<file path="src/rtl/apb_pkg.sv">
// apb_pkg
// Shared definitions for the APB memory completer: FSM state encodings,
// APB bus field widths and the index of the privileged bit in PPROT.
// No ports; imported by apb_mem_slave and apb_mem_slave_array.

package apb_pkg;

    localparam int ADDR_W = 32;
    localparam int DATA_W = 32;
    localparam int STRB_W = 4;
    localparam int PROT_W = 3;

    // PPROT[0] set means a privileged access.
    localparam int PROT_PRIV = 0;

    typedef enum logic [1:0] {
        IDLE = 2'd0,
        WAIT = 2'd1,
        RESP = 2'd2
    } state_t;

endpackage : apb_pkg

</file>
<file path="src/rtl/apb_mem_slave_array.sv">
// apb_mem_slave_array
// 2**AW x 32-bit storage for the APB memory completer.
// Ports:
//   clk      in   clock, rising edge
//   rst_n    in   asynchronous active-low reset; clears every word
//   wr_en    in   write this cycle
//   wr_idx   in   word index to write
//   wr_strb  in   byte lanes to update
//   wr_data  in   write data
//   rd_en    in   load rd_data from mem[rd_idx]; otherwise rd_data clears
//   rd_idx   in   word index to read
//   rd_data  out  registered read data

module apb_mem_slave_array
    import apb_pkg::*;
#(
    parameter int AW = 6
) (
    input  logic              clk,
    input  logic              rst_n,
    input  logic              wr_en,
    input  logic [AW-1:0]     wr_idx,
    input  logic [STRB_W-1:0] wr_strb,
    input  logic [DATA_W-1:0] wr_data,
    input  logic              rd_en,
    input  logic [AW-1:0]     rd_idx,
    output logic [DATA_W-1:0] rd_data
);

    localparam int DEPTH = 1 << AW;

    logic [DATA_W-1:0] mem [DEPTH];

    always_ff @(posedge clk or negedge rst_n) begin
        if (!rst_n) begin
            for (int w = 0; w < DEPTH; w++) begin
                mem[w] <= '0;
            end
        end else if (wr_en) begin
            for (int b = 0; b < STRB_W; b++) begin
                if (wr_strb[b]) begin
                    mem[wr_idx][8*b +: 8] <= wr_data[8*b +: 8];
                end
            end
        end
    end

    // The read register doubles as the bus read-data register: it only
    // holds a value in the cycle after rd_en, so it reads as zero whenever
    // the completer is not responding.
    always_ff @(posedge clk or negedge rst_n) begin
        if (!rst_n) begin
            rd_data <= '0;
        end else if (rd_en) begin
            rd_data <= mem[rd_idx];
        end else begin
            rd_data <= '0;
        end
    end

endmodule : apb_mem_slave_array

</file>
<file path="src/rtl/apb_mem_slave.sv">
// apb_mem_slave
// APB3/APB4 completer with a byte-writable word memory behind an address
// window [BASE_ADDR, BASE_ADDR + 4*2**AW - 1], WAIT_CYCLES wait states and
// slverr for misaligned or out-of-window accesses.
// Optional feature macro: APB_MEM_SLAVE_PROT_CHECK_EN -- when defined, writes
// with apb_prot_i[0]=0 are rejected with slverr; otherwise prot is ignored.
// Ports:
//   apb_clk_i     in   bus clock, rising edge
//   apb_resetn_i  in   asynchronous active-low reset
//   apb_addr_i    in   byte address
//   apb_sel_i     in   slave select
//   apb_enable_i  in   access phase
//   apb_write_i   in   1 = write
//   apb_strb_i    in   write byte strobes
//   apb_prot_i    in   protection attributes
//   apb_wdata_i   in   write data
//   apb_ready_o   out  transfer complete (registered)
//   apb_rdata_o   out  read data, 0 unless ready (registered)
//   apb_slverr_o  out  error response, 0 unless ready (registered)

module apb_mem_slave
    import apb_pkg::*;
#(
    parameter logic [ADDR_W-1:0] BASE_ADDR   = 32'h0000_0000,
    parameter int                AW          = 6,
    parameter int                WAIT_CYCLES = 1
) (
    input  logic              apb_clk_i,
    input  logic              apb_resetn_i,
    input  logic [ADDR_W-1:0] apb_addr_i,
    input  logic              apb_sel_i,
    input  logic              apb_enable_i,
    input  logic              apb_write_i,
    input  logic [STRB_W-1:0] apb_strb_i,
    input  logic [PROT_W-1:0] apb_prot_i,
    input  logic [DATA_W-1:0] apb_wdata_i,
    output logic              apb_ready_o,
    output logic [DATA_W-1:0] apb_rdata_o,
    output logic              apb_slverr_o
);

    state_t            state;
    state_t            next_state;
    logic [3:0]        wait_cnt;
    logic [AW-1:0]     idx_q;
    logic              write_q;
    logic [STRB_W-1:0] strb_q;
    logic [DATA_W-1:0] wdata_q;
    logic              err_q;
    logic              ready_q;
    logic              slverr_q;

    logic              setup;
    logic              misaligned;
    logic              in_window;
    logic              prot_err;
    logic              err_now;
    logic              enter_resp;
    logic              err_cur;
    logic              write_cur;
    logic [AW-1:0]     idx_cur;
    logic              rd_en;
    logic              wr_en;

    assign setup = apb_sel_i & ~apb_enable_i;

    // BASE_ADDR is aligned to the window size, so the window test reduces to
    // comparing the address bits above the word index.
    assign misaligned = |apb_addr_i[1:0];
    assign in_window  = (apb_addr_i[ADDR_W-1:AW+2] == BASE_ADDR[ADDR_W-1:AW+2]);

`ifdef APB_MEM_SLAVE_PROT_CHECK_EN
    logic unused_prot;
    assign unused_prot = ^apb_prot_i[PROT_W-1:1];
    assign prot_err    = apb_write_i & ~apb_prot_i[PROT_PRIV];
`else
    logic unused_prot;
    assign unused_prot = ^apb_prot_i;
    assign prot_err    = 1'b0;
`endif

    assign err_now = misaligned | ~in_window | prot_err;

    always_ff @(posedge apb_clk_i or negedge apb_resetn_i) begin
        if (!apb_resetn_i) begin
            state <= IDLE;
        end else begin
            state <= next_state;
        end
    end

    // Dropping sel mid-transfer abandons it; the wait counter only runs while
    // the requester holds the access phase.
    always_comb begin
        next_state = state;
        case (state)
            IDLE: begin
                if (setup) begin
                    next_state = (WAIT_CYCLES == 0) ? RESP : WAIT;
                end
            end
            WAIT: begin
                if (!apb_sel_i) begin
                    next_state = IDLE;
                end else if (apb_enable_i && (wait_cnt == 4'd0)) begin
                    next_state = RESP;
                end
            end
            RESP: begin
                next_state = IDLE;
            end
            default: begin
                next_state = IDLE;
            end
        endcase
    end

    always_ff @(posedge apb_clk_i or negedge apb_resetn_i) begin
        if (!apb_resetn_i) begin
            wait_cnt <= '0;
            idx_q    <= '0;
            write_q  <= 1'b0;
            strb_q   <= '0;
            wdata_q  <= '0;
            err_q    <= 1'b0;
        end else if ((state == IDLE) && setup) begin
            wait_cnt <= (WAIT_CYCLES > 0) ? 4'(WAIT_CYCLES - 1) : 4'd0;
            idx_q    <= apb_addr_i[AW+1:2];
            write_q  <= apb_write_i;
            strb_q   <= apb_strb_i;
            wdata_q  <= apb_wdata_i;
            err_q    <= err_now;
        end else if ((state == WAIT) && apb_sel_i && apb_enable_i &&
                     (wait_cnt != 4'd0)) begin
            wait_cnt <= wait_cnt - 4'd1;
        end
    end

    // With zero wait states the response is launched straight from the setup
    // edge, so the live bus decode is used instead of the captured copy.
    assign enter_resp = (next_state == RESP) && (state != RESP);
    assign err_cur    = (state == IDLE) ? err_now              : err_q;
    assign write_cur  = (state == IDLE) ? apb_write_i          : write_q;
    assign idx_cur    = (state == IDLE) ? apb_addr_i[AW+1:2]   : idx_q;

    assign rd_en = enter_resp & ~write_cur & ~err_cur;
    assign wr_en = (state == RESP) & apb_sel_i & apb_enable_i & ready_q &
                   write_q & ~err_q;

    always_ff @(posedge apb_clk_i or negedge apb_resetn_i) begin
        if (!apb_resetn_i) begin
            ready_q  <= 1'b0;
            slverr_q <= 1'b0;
        end else begin
            ready_q  <= enter_resp;
            slverr_q <= enter_resp & err_cur;
        end
    end

    apb_mem_slave_array #(
        .AW (AW)
    ) u_array (
        .clk     (apb_clk_i),
        .rst_n   (apb_resetn_i),
        .wr_en   (wr_en),
        .wr_idx  (idx_q),
        .wr_strb (strb_q),
        .wr_data (wdata_q),
        .rd_en   (rd_en),
        .rd_idx  (idx_cur),
        .rd_data (apb_rdata_o)
    );

    assign apb_ready_o  = ready_q;
    assign apb_slverr_o = slverr_q;

endmodule : apb_mem_slave

</file>
<file path="config.mk">
export PLATFORM = sky130hd
export DESIGN_NAME = apb_mem_slave
export DESIGN_NICKNAME = d
export VERILOG_FILES = /design/src/rtl/apb_pkg.sv /design/src/rtl/apb_mem_slave_array.sv /design/src/rtl/apb_mem_slave.sv
export SDC_FILE = /design/constraint.sdc
export NUM_CORES = 2
export LEC_CHECK = 0
export BUFFER_PORTS_ARGS = -buffer_cell sky130_fd_sc_hd__buf_2
export CAP_MARGIN = 40
export CORE_MARGIN = 8
export CORE_UTILIZATION = 35
export DETAILED_ROUTE_END_ITERATION = 8
export HOLD_SLACK_MARGIN = 0.02
export SETUP_SLACK_MARGIN = 0.3
export SLEW_MARGIN = 20
export SYNTH_ARGS = -nofsm -noshare
export SYNTH_HDL_FRONTEND = slang
export SYNTH_SLANG_ARGS = --single-unit
</file>
<file path="constraint.sdc">
create_clock -name apb_clk_i -period 3.68 [get_ports apb_clk_i]
set_input_delay 0.552 -clock apb_clk_i [delete_from_list [all_inputs] [get_ports apb_clk_i]]
set_output_delay 0.552 -clock apb_clk_i [all_outputs]
set_load 0.02 [all_outputs]
</file>
# [After elaboration in Yosys (flattened, before gate mapping)]
# Cells that the tools add are included.
[word_totals] regBits=2132 input_bits=76 out_inout_bits=34 wordCells=144
[op_classes] addsub=1 order_cmp=3 n_eq_ne=4 n_mux=32 bitwise_logic=17 reduce_logical=13
[ops] op="2048-bit 2-to-1 mux" count=7
[ops] op="2048-bit bitwise mux" count=4
[ops] op="32-bit demux with 6-bit select" count=4
[ops] op="32-bit binary-select mux with 6-bit select" count=1
[ops] op="32-bit 2-to-1 mux" count=4
[ops] op="24-bit logical NOT" count=1
[ops] op="24-bit 2-to-1 mux" count=1
[ops] op="16-bit 2-to-1 mux" count=1
[ops] op="7-bit greater-or-equal comparator (second input constant)" count=2
[ops] op="6-bit NOT with 7-bit output" count=2
[ops] op="1-bit AND" count=9
[ops] op="4-bit 2-to-1 mux" count=2
[ops] op="8-bit 2-to-1 mux" count=1
[ops] op="1-bit logical AND" count=7
[ops] op="7-bit by 1-bit less-than comparator with 1-bit output (second input constant)" count=1
[ops] op="2-bit 2-to-1 mux" count=3
[ops] op="6-bit 2-to-1 mux" count=1
[ops] op="1-bit NOT" count=5
[ops] op="2-bit == test (second input constant)" count=2
[ops] op="4-bit logical NOT" count=1
[ops] op="2-bit case mux with 2 select lines" count=1
[ops] op="4-bit nonzero test" count=1
[ops] op="4-bit by 1-bit subtractor with 4-bit output (second input constant)" count=1
[ops] op="2-bit by 1-bit == test with 1-bit output (second input constant)" count=1
[ops] op="other kinds (6)" count=7

# [Longest topological paths before layout]
[logic_depth] ltp_word=16 ltp_mapped=12 mapped_depth_nobuf=7

# [Cells and area by module]
# From an unflattened synthesis, not the netlist that was laid out.
[unflattened] hier_cells=6123 area_unflattened_um2=96612.7
[modules_own_cells] mod="apb_mem_slave_array" n_inst=1 cells_per_inst=5974 area_each_um2=94430.6 seq_area_each_um2=52049.9
[modules_own_cells] mod="apb_mem_slave" n_inst=1 cells_per_inst=149 area_each_um2=2182.1 seq_area_each_um2=1301.2

# [Least setup slack after synthesis]
# OpenSTA, ideal clock, no wires.
[synth_path] path_kind="in2reg" from="input apb_addr_i[2]" to="register u_array.rd_data[16]" setup_ns=0.118 arrival_time_ns=2.545 t_required_ns=3.562 setup_slack_ns=1.017 cell_stages=8 path_buffers=2 path_cell_list="or3b_1 > nand2_2 > buf_6 > buf_2 > mux4_2 > a22oi_1 > a31oi_1 > a21o_1"
[synth_between] elab_chain_cells=6
[synth_lines] item="start, declared" line="apb_mem_slave.sv:30" source="input logic [ADDR_W-1:0] apb_addr_i,"
[synth_lines] item="6-bit 2-to-1 mux" line="apb_mem_slave.sv:144" source="assign idx_cur = (state == IDLE) ? apb_addr_i[AW+1:2] : idx_q;"
[synth_lines] item="6-bit NOT with 7-bit output (not written as such)" line="apb_mem_slave_array.sv:55" source="rd_data <= mem[rd_idx];"
[synth_lines] item="32-bit binary-select mux with 6-bit select" line="apb_mem_slave_array.sv:55"
[synth_lines] item="32-bit 2-to-1 mux (not written as such) (2 in a row)" line="apb_mem_slave_array.sv:55"
[synth_lines] item="32-bit 2-to-1 mux" line="apb_mem_slave_array.sv:54" source="end else if (rd_en) begin"
[synth_lines] item="end signal, assigned" line="apb_mem_slave_array.sv:55"
[synth_lines] item="end, declared" line="apb_mem_slave_array.sv:27" source="output logic [DATA_W-1:0] rd_data"
# Every way passes these cells. The select of a mux whose other input is x is not followed.
# A chain may end at the register's enable or synchronous reset.

# [Worst setup path in the final report]
[layout_path] from="register state[0]" to="register u_array.rd_data[16]"
[layout_between] elab_chain_cells=8 elab_cells_between_ends=21
[layout_lines] item="start, declared" line="apb_mem_slave.sv:42" source="state_t state;"
[layout_lines] item="start signal, assigned" line="apb_mem_slave.sv:88" source="state <= next_state;"
[layout_lines] item="parallel branches: the longest is 7 deep, another holds 32-bit binary-select mux with 6-bit select"
[layout_lines] item="32-bit 2-to-1 mux *" line="apb_mem_slave_array.sv:54"
# Every way passes the cells marked *. The select of a mux whose other input is x is not followed.

==> metrics.yaml <==
status: "completed"
postRouteAntennaNets: 0
synth_edf_count: 0
yosys_warnings: 0
worstPathArrival_ps: 4150
die_x_um: 547.7
setup_violations: 0
globalRoute.totalOverflow: 0
synth_area_um2: 98930
vias_per_cell: 5.770
wirelength_um: 348200
ys_async_sr_fraction: 1.000
dp_hpwl_um: 231500
startpoint_type: "flop"
fin_crit_ps: 3387
io_pins: 110
synth_top_area_cell: "dfrtp_1"
cp.required_ps: 4440
syn-num-nets: 7995
placed_cell_area_um2: 106900
grt_max_degree: 173
synth_top_area_frac: 0.5393
initial_utilization: 0.3511
avgSynthCellArea_um2: 12.50
crit_slowest_cell: "a2111oi_0"
drv_slew: 0
yosysSeqAreaShare: 0.5393
clk_path_buf_depth: 3
synth_compound_area_frac: 0.06431
rsz0062_at_grt: "true"
synthTopCellsByArea: "dfrtp_1 (54%), mux2_2 (24%), nand2_1 (4.0%)"
synth_xor_area_frac: 0.0002656
hp-class: "input pin to flop"
die_y_um: 547.7
ys_seq_elements: 2132
cts_made_buffers: 219
grt_pass1_wl_um: 507500
first_global_vias: 71120
dieArea_um2: 299900
tritoncts: "built"
worstPathCellList: "buf_12, or3b_4, buf_12, and3_1, a2111oi_0, nor4_1, buf_4, mux2i_1, o22ai_1, buf_4, a21o_1"
synth.distinct_cells: 76
yosys.area_share.simple: 0.09431
p_total_mw: 54.13
ir_worst_vdd_mv: 0.5448
final_nets: 8266
synthCells: 7917
path_class: "flop to flop"
area_growth_pct: 16.37
max_freq_mhz: 295.3
yosys_most_used_dff: "dfrtp_1"
end_kind: "flop"
tightest_slew_ps: 975.2
synthAdderAreaFrac: 0.0002529
crit_path_max_fanout: 43
synth_top_family_by_area: "multiplexers"
fin_area_um2: 115100
gp_congestion: 0.8920
drive_gt1_frac: 0.4144
hold_viol: 0
p_leak_nw: 53.89
drv_cap: 0
coreArea_um2: 281800
post-route-period-util: 0.9203
track_usage: 0.2261
slowest_delay_ps: 600
rows: 195
utilization: 0.4085
clk_latency_ps: 880
antenna_found_initial: 23
worst_clock_skew_ps: 40.42
cts.sinks: 2132
drc: 0
first_pass_iters: 6
timing.hold.ws_ps: 100.5
port_buffers: 106
synthMuxAreaShare: 0.2737
p_per_area_nw_per_um2: 470.2
first_iter_violations: 7365
clk_pin_slew_ps: 70
layout_common_cells: "mux2_2 (2098), dfrtp_1 (2098), nand2_1 (1061), buf_4 (400), nand3_1 (331)"
via_count: 69920
root_buffer: "clkbuf_16"
htreeDepth: 4
slew_headroom: 0.3483
avgRoutedWirePerCell_um: 28.73
fillerInstances: 26110
[cell type report]
class / instances / area (um^2) / area share
clock buffer: 342 / 6686 / 0.05808
timing repair buffer: 675 / 6406 / 0.05565
clock inverter: 58 / 674.4 / 0.005858
tap: 3743 / 4683 / 0.04068
antenna: 8 / 20.02 / 0.0001739
inverter: 5 / 18.77 / 0.0001630
sequential: 2132 / 53390 / 0.4638
multi-input combinational: 5155 / 43240 / 0.3756
[sequential cells by signal (all words and copies together) (netlist names)]
name and cells:
err_q 1, apb_slverr_o 1, apb_ready_o 1, write_q 1
wdata_q 32, wait_cnt 4, strb_q 4, u_array.mem 2048
idx_q 6, state 2, u_array.rd_data 32
[final timing paths]
check	start	slack, ps	endpoint	cells after the start
min reg2reg	u_array.mem[584]$_DFFE_PN0P_	500	u_array.mem[584]$_DFFE_PN0P_	1
max	state[0]$_DFF_PN0_	290	u_array.rd_data[16]$_DFF_PN0_	11
max in group asynchronous	apb_resetn_i	2030	u_array.mem[1109]$_DFFE_PN0P_	4
min in group asynchronous	apb_resetn_i	280	u_array.mem[568]$_DFFE_PN0P_	2
max reg2reg	state[0]$_DFF_PN0_	290	u_array.rd_data[16]$_DFF_PN0_	11
min	apb_addr_i[3]	100	idx_q[1]$_DFFE_PN0P_	2
[through the flow]
stage / instances / setup slack (ps) / setup TNS [ps]
floorplan: 7917 / 1017 / 0
global placement: 11630 / -99.06 / -99.06
detailed placement: 11650 / -96.91 / -96.91
CTS: 12100 / 270.9 / 0
global route: 12110 / 274.5 / 0
finish: 12120 / 293.4 / 0
[power by group]
group          internal [mW]  leakage [nW]  total, mW  switching (mW)
registers               23.5          29.7       24.3           0.730
clock network           13.2          3.65       22.8            9.53
logic                   1.95          20.6       7.09            5.14
total                   38.7          53.9       54.1            15.4
[worst max-delay path: cells and delay by family (launching register included)]
family | cells | cell delay [ps]
AOI/OAI and AO/OA | 3 | 880
buffers and inverters | 4 | 750
DFF | 1 | 510
and+or+nand+nor | 3 | 860
muxes | 1 | 210
[routing by layer]
metal / global-route usage / vias to the layer above / part of all wire
li1: - / 29290 / -
met1: 0.2967 / 36910 / 0.41
met2: 0.3494 / 2930 / 0.45
met3: 0.04979 / 785 / 0.078
met4: 0.1214 / 8 / 0.060
met5: 0 / - / 0.00016
[Yosys cell counts, types with 65 or more instances]
cell type,count
dfrtp_1,2132
mux2_2,2099
nand2_1,1067
clkbuf_1,401
nand3_1,331
a211oi_1,240
and3_1,198
a31oi_1,179
buf_2,154
mux2i_1,151
nor2_2,128
mux4_2,85
a32oi_1,72
nor2_1,65
[timing repair]
item                                   in CTS  in global routing
endpoints found under the hold margin     153                  0
hold buffers                               45                  0
setup endpoints to repair                  11                 87
setup buffers                               0                  6
pin swaps                                   0                  2
gates resized for setup                    12                 23
[logic make-up (layout without fill, tap and decap cells)]
kind of cell | after synthesis | after routing
AOI/OAI and AO/OA | 858 | 858
xor gates and xnor gates | 3 | 3
adders and majority gates | 2 | 2
buffers and inverters | 630 | 1080
DFF | 2132 | 2132
muxes | 2336 | 2336
other | 0 | 8
and+or+nand+nor | 1956 | 1956
Power figures use the tool's default switching activity.
